**src/rtl/cu_seq_if.sv**
```systemverilog
// Fetch and I/O handshake bundle between the sequencer (master) and its
// instruction memory / output sink (slave).
interface cu_seq_if #(
    parameter int ADDRW  = 16,
    parameter int INSTRW = 32
);
    logic              mem_req;
    logic [ADDRW-1:0]  mem_addr;
    logic              mem_ready;
    logic [INSTRW-1:0] mem_rdata;
    logic              io_req;
    logic              io_ready;

    modport master (
        output mem_req, mem_addr, io_req,
        input  mem_ready, mem_rdata, io_ready
    );
    modport slave (
        input  mem_req, mem_addr, io_req,
        output mem_ready, mem_rdata, io_ready
    );
endinterface

```
**src/rtl/cu_seq.sv**
```systemverilog
// Parametrised von Neumann instruction sequencer: owns ip, ir and the cycle
// state, and emits one-cycle decode/execute/write-back strobes.
module cu_seq #(
    parameter int ADDRW    = 16,
    parameter int INSTRW   = 32,
    parameter int IP_STEP  = 4,
    parameter int RESET_IP = 0
) (
    input  logic              clk,
    input  logic              rst_n,
    input  logic              en,
    cu_seq_if.master          bus,
    output logic [INSTRW-1:0] ir,
    output logic              dec_en,
    output logic              exe_en,
    output logic              wb_en,
    input  logic              op_halt,
    input  logic [7:0]        halt_code,
    input  logic              op_jmp,
    input  logic              jmp_cond,
    input  logic [ADDRW-1:0]  jmp_off,
    input  logic              zf,
    input  logic              op_io,
    input  logic              data_busy,
    output logic [ADDRW-1:0]  ip,
    output logic [2:0]        state,
    output logic              halted,
    output logic [7:0]        exit_code
);
    typedef enum logic [2:0] {
        S_FETCH     = 3'd0,
        S_DECODE    = 3'd1,
        S_LOAD      = 3'd2,
        S_EXECUTE   = 3'd3,
        S_IO_WAIT   = 3'd4,
        S_INCREMENT = 3'd5,
        S_HALTED    = 3'd6
    } state_e;

    localparam logic [ADDRW-1:0] STEP   = ADDRW'(IP_STEP);
    localparam logic [ADDRW-1:0] IP_RST = ADDRW'(RESET_IP);

    state_e            state_q, state_d;
    logic [ADDRW-1:0]  ip_q, ip_d;
    logic [INSTRW-1:0] ir_q, ir_d;
    logic [7:0]        exit_code_q, exit_code_d;
    logic              jmp_taken;
    logic [ADDRW-1:0]  ip_next;

    always_ff @(posedge clk) begin
        if (!rst_n) begin
            state_q     <= S_FETCH;
            ip_q        <= IP_RST;
            ir_q        <= '0;
            exit_code_q <= 8'hff;
        end else begin
            state_q     <= state_d;
            ip_q        <= ip_d;
            ir_q        <= ir_d;
            exit_code_q <= exit_code_d;
        end
    end

    // Offset is in instructions; the low ADDRW bits of the product are the
    // same whether jmp_off is treated as signed or unsigned.
    assign jmp_taken = op_jmp && (!jmp_cond || zf);
    assign ip_next   = jmp_taken ? ip_q + jmp_off * STEP : ip_q + STEP;

    always_comb begin
        state_d     = state_q;
        ip_d        = ip_q;
        ir_d        = ir_q;
        exit_code_d = exit_code_q;
        if (en) begin
            case (state_q)
                S_FETCH: begin
                    if (bus.mem_ready) begin
                        ir_d    = bus.mem_rdata;
                        state_d = S_DECODE;
                    end
                end
                S_DECODE: state_d = S_LOAD;
                S_LOAD: begin
                    if (op_halt) begin
                        exit_code_d = halt_code;
                        state_d     = S_HALTED;
                    end else begin
                        state_d = S_EXECUTE;
                    end
                end
                S_EXECUTE: begin
                    if (!data_busy) state_d = op_io ? S_IO_WAIT : S_INCREMENT;
                end
                S_IO_WAIT: begin
                    if (bus.io_ready) state_d = S_INCREMENT;
                end
                S_INCREMENT: begin
                    ip_d    = ip_next;
                    state_d = S_FETCH;
                end
                S_HALTED: state_d = S_HALTED;
                default:  state_d = S_FETCH;
            endcase
        end
    end

    // Requests and strobes are pure Moore decodes, gated by en so a frozen
    // sequencer drives nothing and re-issues the same request on resume.
    assign bus.mem_req  = en && (state_q == S_FETCH);
    assign bus.mem_addr = ip_q;
    assign bus.io_req   = en && (state_q == S_IO_WAIT);
    assign dec_en       = en && (state_q == S_DECODE);
    assign exe_en       = en && (state_q == S_EXECUTE);
    assign wb_en        = en && (state_q == S_INCREMENT);

    assign ir        = ir_q;
    assign ip        = ip_q;
    assign state     = state_q;
    assign halted    = (state_q == S_HALTED);
    assign exit_code = exit_code_q;
endmodule

```
**src/flat_wrapper.sv**
```systemverilog
// flat-port wrapper written by rule: the top's interface ports become plain ports
module cu_seq_flat 
#(
    parameter int ADDRW    = 16,
    parameter int INSTRW   = 32,
    parameter int IP_STEP  = 4,
    parameter int RESET_IP = 0
)
  (clk, rst_n, en, ir, dec_en, exe_en, wb_en, op_halt, halt_code, op_jmp, jmp_cond, jmp_off, zf, op_io, data_busy, ip, state, halted, exit_code, bus_mem_req, bus_mem_addr, bus_io_req, bus_mem_ready, bus_mem_rdata, bus_io_ready);
  cu_seq_if #(.ADDRW(ADDRW), .INSTRW(INSTRW)) bus_i ();
  input  logic clk;
  input  logic rst_n;
  input  logic en;
  output logic [INSTRW-1:0] ir;
  output logic dec_en;
  output logic exe_en;
  output logic wb_en;
  input  logic op_halt;
  input  logic [7:0] halt_code;
  input  logic op_jmp;
  input  logic jmp_cond;
  input  logic [ADDRW-1:0] jmp_off;
  input  logic zf;
  input  logic op_io;
  input  logic data_busy;
  output logic [ADDRW-1:0] ip;
  output logic [2:0] state;
  output logic halted;
  output logic [7:0] exit_code;
  output wire logic [$bits(bus_i.mem_req)-1:0] bus_mem_req;
  output wire logic [$bits(bus_i.mem_addr)-1:0] bus_mem_addr;
  output wire logic [$bits(bus_i.io_req)-1:0] bus_io_req;
  input wire logic [$bits(bus_i.mem_ready)-1:0] bus_mem_ready;
  input wire logic [$bits(bus_i.mem_rdata)-1:0] bus_mem_rdata;
  input wire logic [$bits(bus_i.io_ready)-1:0] bus_io_ready;
  assign bus_mem_req = bus_i.mem_req;
  assign bus_mem_addr = bus_i.mem_addr;
  assign bus_io_req = bus_i.io_req;
  assign bus_i.mem_ready = bus_mem_ready;
  assign bus_i.mem_rdata = bus_mem_rdata;
  assign bus_i.io_ready = bus_io_ready;
  cu_seq #(.ADDRW(ADDRW), .INSTRW(INSTRW), .IP_STEP(IP_STEP), .RESET_IP(RESET_IP)) u_core (.clk(clk), .rst_n(rst_n), .en(en), .bus(bus_i), .ir(ir), .dec_en(dec_en), .exe_en(exe_en), .wb_en(wb_en), .op_halt(op_halt), .halt_code(halt_code), .op_jmp(op_jmp), .jmp_cond(jmp_cond), .jmp_off(jmp_off), .zf(zf), .op_io(op_io), .data_busy(data_busy), .ip(ip), .state(state), .halted(halted), .exit_code(exit_code));
endmodule
```
**config.mk**
```make
export PLATFORM = sky130hd
export DESIGN_NAME = cu_seq_flat
export DESIGN_NICKNAME = d
export VERILOG_FILES = /design/src/rtl/cu_seq_if.sv /design/src/rtl/cu_seq.sv /design/src/flat_wrapper.sv
export SDC_FILE = /design/constraint.sdc
export NUM_CORES = 1
export LEC_CHECK = 0
export BUFFER_PORTS_ARGS = -buffer_cell sky130_fd_sc_hd__buf_2
export CORE_AREA = 3 3 91 93
export DETAILED_ROUTE_END_ITERATION = 7
export DIE_AREA = 0 0 94 96
export PLACE_DENSITY = 0.75
export SLEW_MARGIN = 30
export SYNTH_ARGS = -nofsm -noshare
export SYNTH_HDL_FRONTEND = slang
export SYNTH_SLANG_ARGS = --single-unit
export TNS_END_PERCENT = 100
```
**constraint.sdc**
```tcl
create_clock -name clk -period 2.21 [get_ports clk]
set_input_delay 0.3315 -clock clk [delete_from_list [all_inputs] [get_ports clk]]
set_output_delay 0.3315 -clock clk [all_outputs]
set_load 0.03 [all_outputs]
```
# Yosys cells after proc, flatten, opt, wreduce, memory -nomap -nowiden
# Index checks and enable logic that the tools add are counted.
[classes] n_eq_ne=9 reduce_logical=13 muxes=7 addsub=2
[op_table] operator="3-bit one-hot mux with 6 select lines" n=1
[op_table] operator="16-bit adder" n=1
[op_table] operator="16-bit by 3-bit adder with 16-bit output, second input constant" n=1
[op_table] operator="16-bit two-way mux" n=1
[op_table] operator="3-bit two-way mux" n=4
[op_table] operator="3-bit equality test, second input constant" n=3
[op_table] operator="3-bit by 2-bit equality test with 1-bit output, second input constant" n=2
[op_table] operator="1-bit logical AND" n=6
[op_table] operator="2-bit inequality test, second input constant" n=3
[op_table] operator="3-bit AND reduction" n=2
[op_table] operator="4-bit AND reduction" n=1
[op_table] operator="3-bit by 1-bit equality test with 1-bit output, second input constant" n=1
[op_table] operator="3-bit zero test" n=1
[op_table] operator="2-bit AND reduction" n=1
[op_table] operator="1-bit zero test" n=1
[op_table] operator="1-bit logical OR" n=1
[op_table] operator="1-bit two-way mux" n=1
[totals] wordCells=35 register_bits=59 in_bits=67 output_inout_bits=81

# Logic depth before layout (Yosys ltp)
# Gate-level depths: netlist (run 1).
[depth] word_depth=4 depth_mapped=12 mapped_depth_nobuf=12

# Worst setup path before layout (run 1)
# No wires, ideal clock.
[synth_path] path_kind="input to register" startpoint="input jmp_cond" endpoint="register u_core.ip_q[13], in the netlist u_core.bus.mem_addr[13]" arrival_time_ns=2.116 required_ns=2.131 stages=10 slack_ns=0.015 setup_ns=0.079 path_buffers=1 path_cell_list="inv_1 > o21a_1 > clkbuf_1 > and2_1 > ha_1 > a21o_1 > a31oi_1 > nand2_1 > a311o_1 > o211ai_1"
[synth_between] elab_chain_cells=4
[synth_lines] element="start: declaration" line_no="flat_wrapper.sv:21" text="input logic jmp_cond;"
[synth_lines] element="1-bit zero test" line_no="cu_seq.sv:66" text="assign jmp_taken = op_jmp && (!jmp_cond || zf);"
[synth_lines] element="1-bit logical OR" line_no="cu_seq.sv:66"
[synth_lines] element="1-bit logical AND" line_no="cu_seq.sv:66"
[synth_lines] element="16-bit two-way mux" line_no="cu_seq.sv:67" text="assign ip_next = jmp_taken ? ip_q + jmp_off * STEP : ip_q + STEP;"
[synth_lines] element="end signal: assignment" line_no="cu_seq.sv:58" text="ip_q <= ip_d;"
[synth_lines] element="end: declaration" line_no="cu_seq.sv:44" text="logic [ADDRW-1:0] ip_q, ip_d;"
# No other way between the ends.
# A chain may end at the register's enable or synchronous reset.

# Worst setup path in the final report (run 1)
[layout_path] startpoint="register u_core.state_q[0], in the netlist u_core.state[0]" endpoint="output wb_en"
[layout_between] elab_chain_cells=2
[layout_lines] element="start: declaration" line_no="cu_seq.sv:43" text="state_e state_q, state_d;"
[layout_lines] element="start signal: assignment" line_no="cu_seq.sv:57" text="state_q <= state_d;"
[layout_lines] element="3-bit equality test" line_no="cu_seq.sv:114" text="assign wb_en = en && (state_q == S_INCREMENT);"
[layout_lines] element="1-bit logical AND" line_no="cu_seq.sv:114"
[layout_lines] element="end: declaration" line_no="flat_wrapper.sv:17" text="output logic wb_en;"
# No other way between the ends.

==> results of run 1 <==
## cells in the final DEF (no fill, tap or decap), types with 3 or more instances in the layout
master	count
nand3_1	24
buf_2	141
buf_4	27
a31oi_1	3
and2_1	17
o21ai_1	4
a21o_1	3
inv_1	9
nand2_1	101
o211ai_1	5
xor2_1	3
and3_1	6
o21ai_0	6
nor2b_1	3
dfxtp_1	56
a211o_1	3
nor3_1	3
nand2b_1	5
a21boi_1	34
a21oi_1	12
conb_1	4
clkbuf_8	10
nor2_1	7
nand3b_1	4
ha_1	13
## state kept, by name, indices dropped and copies added (netlist names)
name	flops
u_core.bus.mem_addr	14
u_core.exit_code	8
u_core.ir	32
u_core.state	3
## cell families after synthesis
logic type / after synthesis
adders and majority gates: 14
DFF: 57
AOI/OAI and AO/OA: 86
and+or+nand+nor: 184
other: 1
xor gates and xnor gates: 3
muxes: 2
buffers and inverters: 50
## layer usage
| layer | vias up | global-route usage [%] | part of all wire [%] |
|---|---|---|---|
| met4 | 0 | 7.70 | 2.0 |
| met2 | 108 | 31.5 | 49 |
| met1 | 1434 | 21.4 | 43 |
| met3 | 10 | 4.61 | 6.7 |
| li1 | 1609 | - | - |
| met5 | - | 0 | 0 |
## critical path, stage by stage (launching register included)
cell      delay [ns]
dfxtp_1         0.55
nand4b_1        0.14
buf_4           0.23
inv_2           0.10
buf_4           0.19
buf_2           0.22
## worst min-delay path by stage
stage	slack, ns	cells past startpoint	end	start
global placement	0.44	2	u_core.ir[20]	u_core.ir[20]
floorplan	0.46	2	u_core.exit_code[0]	halt_code[0]
CTS	0.19	3	u_core.exit_code[3]	halt_code[3]
detailed placement	0.44	2	u_core.ir[24]	u_core.ir[24]
global route	0.21	3	u_core.exit_code[0]	halt_code[0]
finish	0.20	3	u_core.exit_code[3]	halt_code[3]
## cell type report
class / count / share of cell area, %
clock inverter: 5 / 1.32
inverter: 10 / 0.899
clock buffer: 11 / 3.39
timing repair buffer: 168 / 21.7
multi-input combinational: 293 / 42.2
sequential: 57 / 27.4
tap: 102 / 3.06
## power groups by stage
stage	logic [mW]	clock network, mW	registers, mW
2_1_floorplan	0.189	0	1.18
3_3_place_gp	0.383	0	1.11
3_5_place_dp	0.391	0	1.11
4_1_cts	0.392	1.00	1.09
5_1_grt	0.428	1.05	1.10
6_report	0.390	0.970	1.09
## what timing repair did
action,4_1_cts,5_1_grt
setup buffers,0,0
resized for setup,0,4
setup endpoints to repair,0,7
## stage by stage
step	utilization [%]	setup WS [ns]	instance area, sq um	std cells
3_3_place_gp	52.2	-0.231	3970	630
2_1_floorplan	-	0.0150	3190	400
3_5_place_dp	52.2	-0.309	3970	630
6_report	54.9	0.112	4180	646
5_1_grt	54.9	0.00130	4180	646
4_1_cts	54.8	0.0508	4170	646
==> run metrics, run 1 <==
status=finished clean; Setup violations, final=0; H-tree Lvls=3; # DRC=0; GR Overflow Total=0; DIE AREA=approximately 0.0090 sq mm; Fillers=732; Hold Vio Cnt, Final=0; initial antenna violation count=0; Worst slew margin=52.9%; Max Cap Viol=0; vias in the first global route=a little under 3000; Leak=2.05 nW; Max Fanout on Critical Path=21; fin crit period=between 2 and 2.5 ns; RSZ-0062 raised after global routing=false; Area growth syn-to-layout=31.5%; clock buffer depth=2; storage element area=0.00114 sq mm; Synth cell types=53; # hold bufs at CTS=0; Avg Vias per Cell=between 4 and 5; largest net degree at the start of global routing=33; reg2reg setup slack=0.19 ns; VDD IR max=approximately 0.31 mV; Antenna Nets Post-Route=0; Slew Limit Fails=0; Worst R2R Start=u_core.bus.mem_addr[2]; First-pass DRT Iterations=6; Mapped Avg Cell Area=8.00 sq um; Post-DP HPWL=6310 um; net switching fraction of the power=28.0%; FF+latch count, synth=57; Async SR Flop Fraction=0%; Reg-to-Reg End=u_core.bus.mem_addr[10]; sequential power share=44.5%; Inserted Diodes=0; clock network power share=39.6%; Ports=148; FP Rows=32; Synth Instances=397; area of the multi-input gates=0.00176 sq mm; period utilization=94.9%; DR iter-0 viols=93; skew final=0.0117 ns; worst setup path start=u_core.state[0]; top-count cell post-synth=nand2_1; via count=3161; IO buf count=141; worst path required time=1.88 ns; pwr dens=587 mW/mm^2; combinational fraction of design power=15.9%; Clock Sinks=57; R2R depth=9; CP endpoint=wb_en; all-layer global routing usage=a little under a fifth; Post-Syn Area=0.00318 sq mm; post-synth top area share=35.9%; top_reg_cell synth=dfxtp_1; Root Buffer=clkbuf_8; startpoint types=register; Power Total=2.45 mW; CTS Buf Count=9; CTS tree=yes; critical path capture point type=output pin; Reg clk slew, reported paths=0.07 ns; top cells by area, synth=dfxtp_1 36%, nand2_1 12%, a21boi_1 8.0%, ha_1 5.1%, buf_4 4.5%; total wire length=8200 um; first-pass GRT wire length=roughly 13000 um; initial core utilization=a little over two fifths; Min-Delay Path Class=primary input to register; Nets=slightly above 600; Post-Synth Adder-Cell Area=5.75%; area leader, netlist=dfxtp_1; register area share after synthesis=a little over a third; Die H=96 um; hold slack=0.199 ns; number of flops mapped to enable cells by yosys=0; P_int=1.76 mW; largest family of logic cells by synthesized area=simple AND/OR/NAND/NOR gates; share of cells above drive strength 1=36.2%; simple-gate share of the synthesized area=28.0%; Worst EP arrival=about 1.8 ns; NetSw=just under 0.7 mW; Synth Area in XOR/XNOR=0.827%; Synth warnings=0; Compound-Gate Fraction of Synth Area=between 10% and 20%; Worst-Skew Late Latency=0.34 ns; CP Class=register to output pin; Post-synth top cells=101 x nand2_1, 57 x dfxtp_1, 34 x a21boi_1, 24 x nand3_1, 19 x buf_4; routability cong.=0.849; core area=0.00761 sq mm; Die X=between 90 and 100 um; routed len/inst=12.7 um; Least-Margin Pin Slew=0.704 ns; mux cell area share after synthesis=0.630%; setup_tns=0 ns; Peak Freq=477 MHz
No activity file was read; power rests on OpenSTA's default activity.
==> run 2, diff against run 1 <==
Settings changed: CORE_AREA 3 3 91 93 to 3 3 89 91, CTS_BUF_LIST set to sky130_fd_sc_hd__clkbuf_8, DIE_AREA 0 0 94 96 to 0 0 92 94, PLACE_DENSITY 0.75 to 0.78, SLEW_MARGIN 30 to 10.
Clock period 2.21 ns to 1.9 ns, I/O delays scaled along.
==> run 2 against run 1 <==
The flow now finishes with violations (negative setup slack). Count of clock-buffer cells in the layout is 1 lower. Non-clock buffer count is 11 higher. Utilization is 7.7 points higher. Combinational power is 27% higher. Setup slack worse by 0.13 ns. Clock power is 34% higher. Via count is 2.8% higher. Critical path type is now primary input to register. Critical endpoint is now u_core.bus.mem_addr[12]. Largest cell class unchanged.
==> run metrics, run 2 (synthesis gave the netlist of run 1 again) <==
Max Cap Viol=0; Setup WS post-layout=-0.0222 ns; P_int=2.21 mW; Worst slew margin=65.2%; largest net degree at the start of global routing=33; Leak=2.14 nW; pwr dens=just under 700 mW/mm^2; Ports=148; Min-Delay Path Class=primary input to register; Fillers=633; Inserted Diodes=0; hold path start=halt_code[2]; critical path capture point type=register; commonest non-fill, non-tap cell in the layout=buf_2; Nets=around 630; # DRC=0; clock buffer depth=2; status=finished, violations left; vias in the first global route=3062; total wire length=8610 um; GR Overflow Total=0; combinational fraction of design power=around 16%; Root Buffer=clkbuf_8; CP Class=primary input to register; first-pass GRT wire length=between 10000 and 15000 um; R2R depth=9; IO buf count=141; via count=between 3000 and 4000; fin crit period=approximately 1.9 ns; period utilization=101%; DIE AREA=0.00865 sq mm; core area=a little over 0.007 sq mm; initial core utilization=44.0%; Reg-to-Reg End=u_core.bus.mem_addr[12]; Setup violations, final=2; Area growth syn-to-layout=42.3%; Clock Sinks=57; all-layer global routing usage=around 20%; Least-Margin Pin Slew=0.520 ns; sequential power share=41.3%; share of cells above drive strength 1=43.4%; hold slack=0.150 ns; Max Fanout on Critical Path=6; initial antenna violation count=0; Antenna Nets Post-Route=0; failing checks=negative setup slack; max reg flops=32; CTS Buf Count=9; reg2reg setup slack=-0.02 ns; Worst-Skew Late Latency=about 0.34 ns; routed len/inst=13.2 um; routability cong.=0.867; Worst EP arrival=2.18 ns; Avg Vias per Cell=a little under 5; Hold Vio Cnt, Final=0; VDD IR max=0.406 mV; Post-DP HPWL=between 6000 and 7000 um; NetSw=0.841 mW; most frequent cells in the layout=140 x buf_2, 100 x nand2_1, 55 x dfxtp_1; Die H=94 um; Worst R2R Start=u_core.bus.mem_addr[2]; RSZ-0062 raised after global routing=true; net switching fraction of the power=27.5%; # hold bufs at CTS=0; FP Rows=31; DR iter-0 viols=115; WHS Path Cells=3; First-pass DRT Iterations=4; skew final=0.00965 ns; Hold Path End=u_core.exit_code[2]; H-tree Lvls=3; Slew Limit Fails=0; Die X=92 um; Reg clk slew, reported paths=0.07 ns; Peak Freq=520 MHz; Power Total=3.06 mW; startpoint types=primary input; CTS tree=yes; clock network power share=42.5%; worst path required time=2.16 ns
==> run 2: cell types whose count changed in the layout (fill, tap and decap cells not counted), moves of 3 or more <==
cell	change
buf_4	+10
ha_1	-8
ha_4	+8
a21oi_1	-5
a21oi_2	+5
and2_1	-3
and2_4	+3
inv_1	-3
==> run 2: worst max path at each step <==
stage                                      start                      end  slack, ns
after global placement                  jmp_cond  u_core.bus.mem_addr[12]      -0.42
after CTS                                     zf  u_core.bus.mem_addr[15]    -0.0003
after global routing      u_core.bus.mem_addr[2]  u_core.bus.mem_addr[12]      -0.06
after detailed placement                jmp_cond  u_core.bus.mem_addr[10]      -0.50
after floorplan                         jmp_cond  u_core.bus.mem_addr[12]      -0.13
final                                         zf  u_core.bus.mem_addr[12]      -0.02
==> run 2: through the flow <==
step / area (sq um) / setup TNS, ns / std cells / setup WS, ns / util, %
2_1_floorplan: 3320 / -0.669 / 400 / -0.125 / -
3_3_place_gp: 4150 / -3.66 / 634 / -0.418 / 57.5
3_5_place_dp: 4150 / -4.15 / 634 / -0.495 / 57.5
4_1_cts: 4430 / -0.000297 / 652 / -0.000297 / 61.4
5_1_grt: 4520 / -0.236 / 654 / -0.0641 / 62.6
6_report: 4520 / -0.0396 / 654 / -0.0222 / 62.6
==> run 2: layout make-up <==
class,count,area [sq um],area share (%)
clock buffer,10,138,3.05
sequential,57,1140,25.3
multi-input combinational,293,1980,43.8
inverter,10,45.0,0.997
tap,99,124,2.74
timing repair buffer,179,1000,22.2
clock inverter,6,90.1,1.99
==> run 2: metal layers <==
| layer | up-vias | GRT usage (%) | wire (um) |
|---|---|---|---|
| met5 | - | 0 | 0 |
| met4 | 0 | 8.29 | 127 |
| met3 | 11 | 3.61 | 406 |
| met2 | 93 | 34.1 | 4290 |
| met1 | 1509 | 23.9 | 3790 |
| li1 | 1637 | - | - |
==> run 2: power groups by stage <==
stage          clock [mW]  sequential (mW)  combinational, mW
5_1_grt              1.39             1.27              0.542
2_1_floorplan           0             1.37              0.238
3_3_place_gp            0             1.29              0.475
3_5_place_dp            0             1.29              0.485
4_1_cts              1.33             1.26              0.494
6_report             1.30             1.26              0.495
==> run 2: timing repair <==
item	CTS	global route
setup buffers	2	2
pin swaps	1	6
resized for setup	8	16
setup endpoints to repair	9	9
==> run 2: worst max-delay path, stage by stage <==
cell and delay, ns:
buf_2 0.11, o21a_4 0.25, and2_4 0.17, ha_4 0.21
nor2b_4 0.13, o21ai_4 0.14, a21oi_2 0.09, o41a_4 0.40
a211o_1 0.31, o211ai_1 0.08
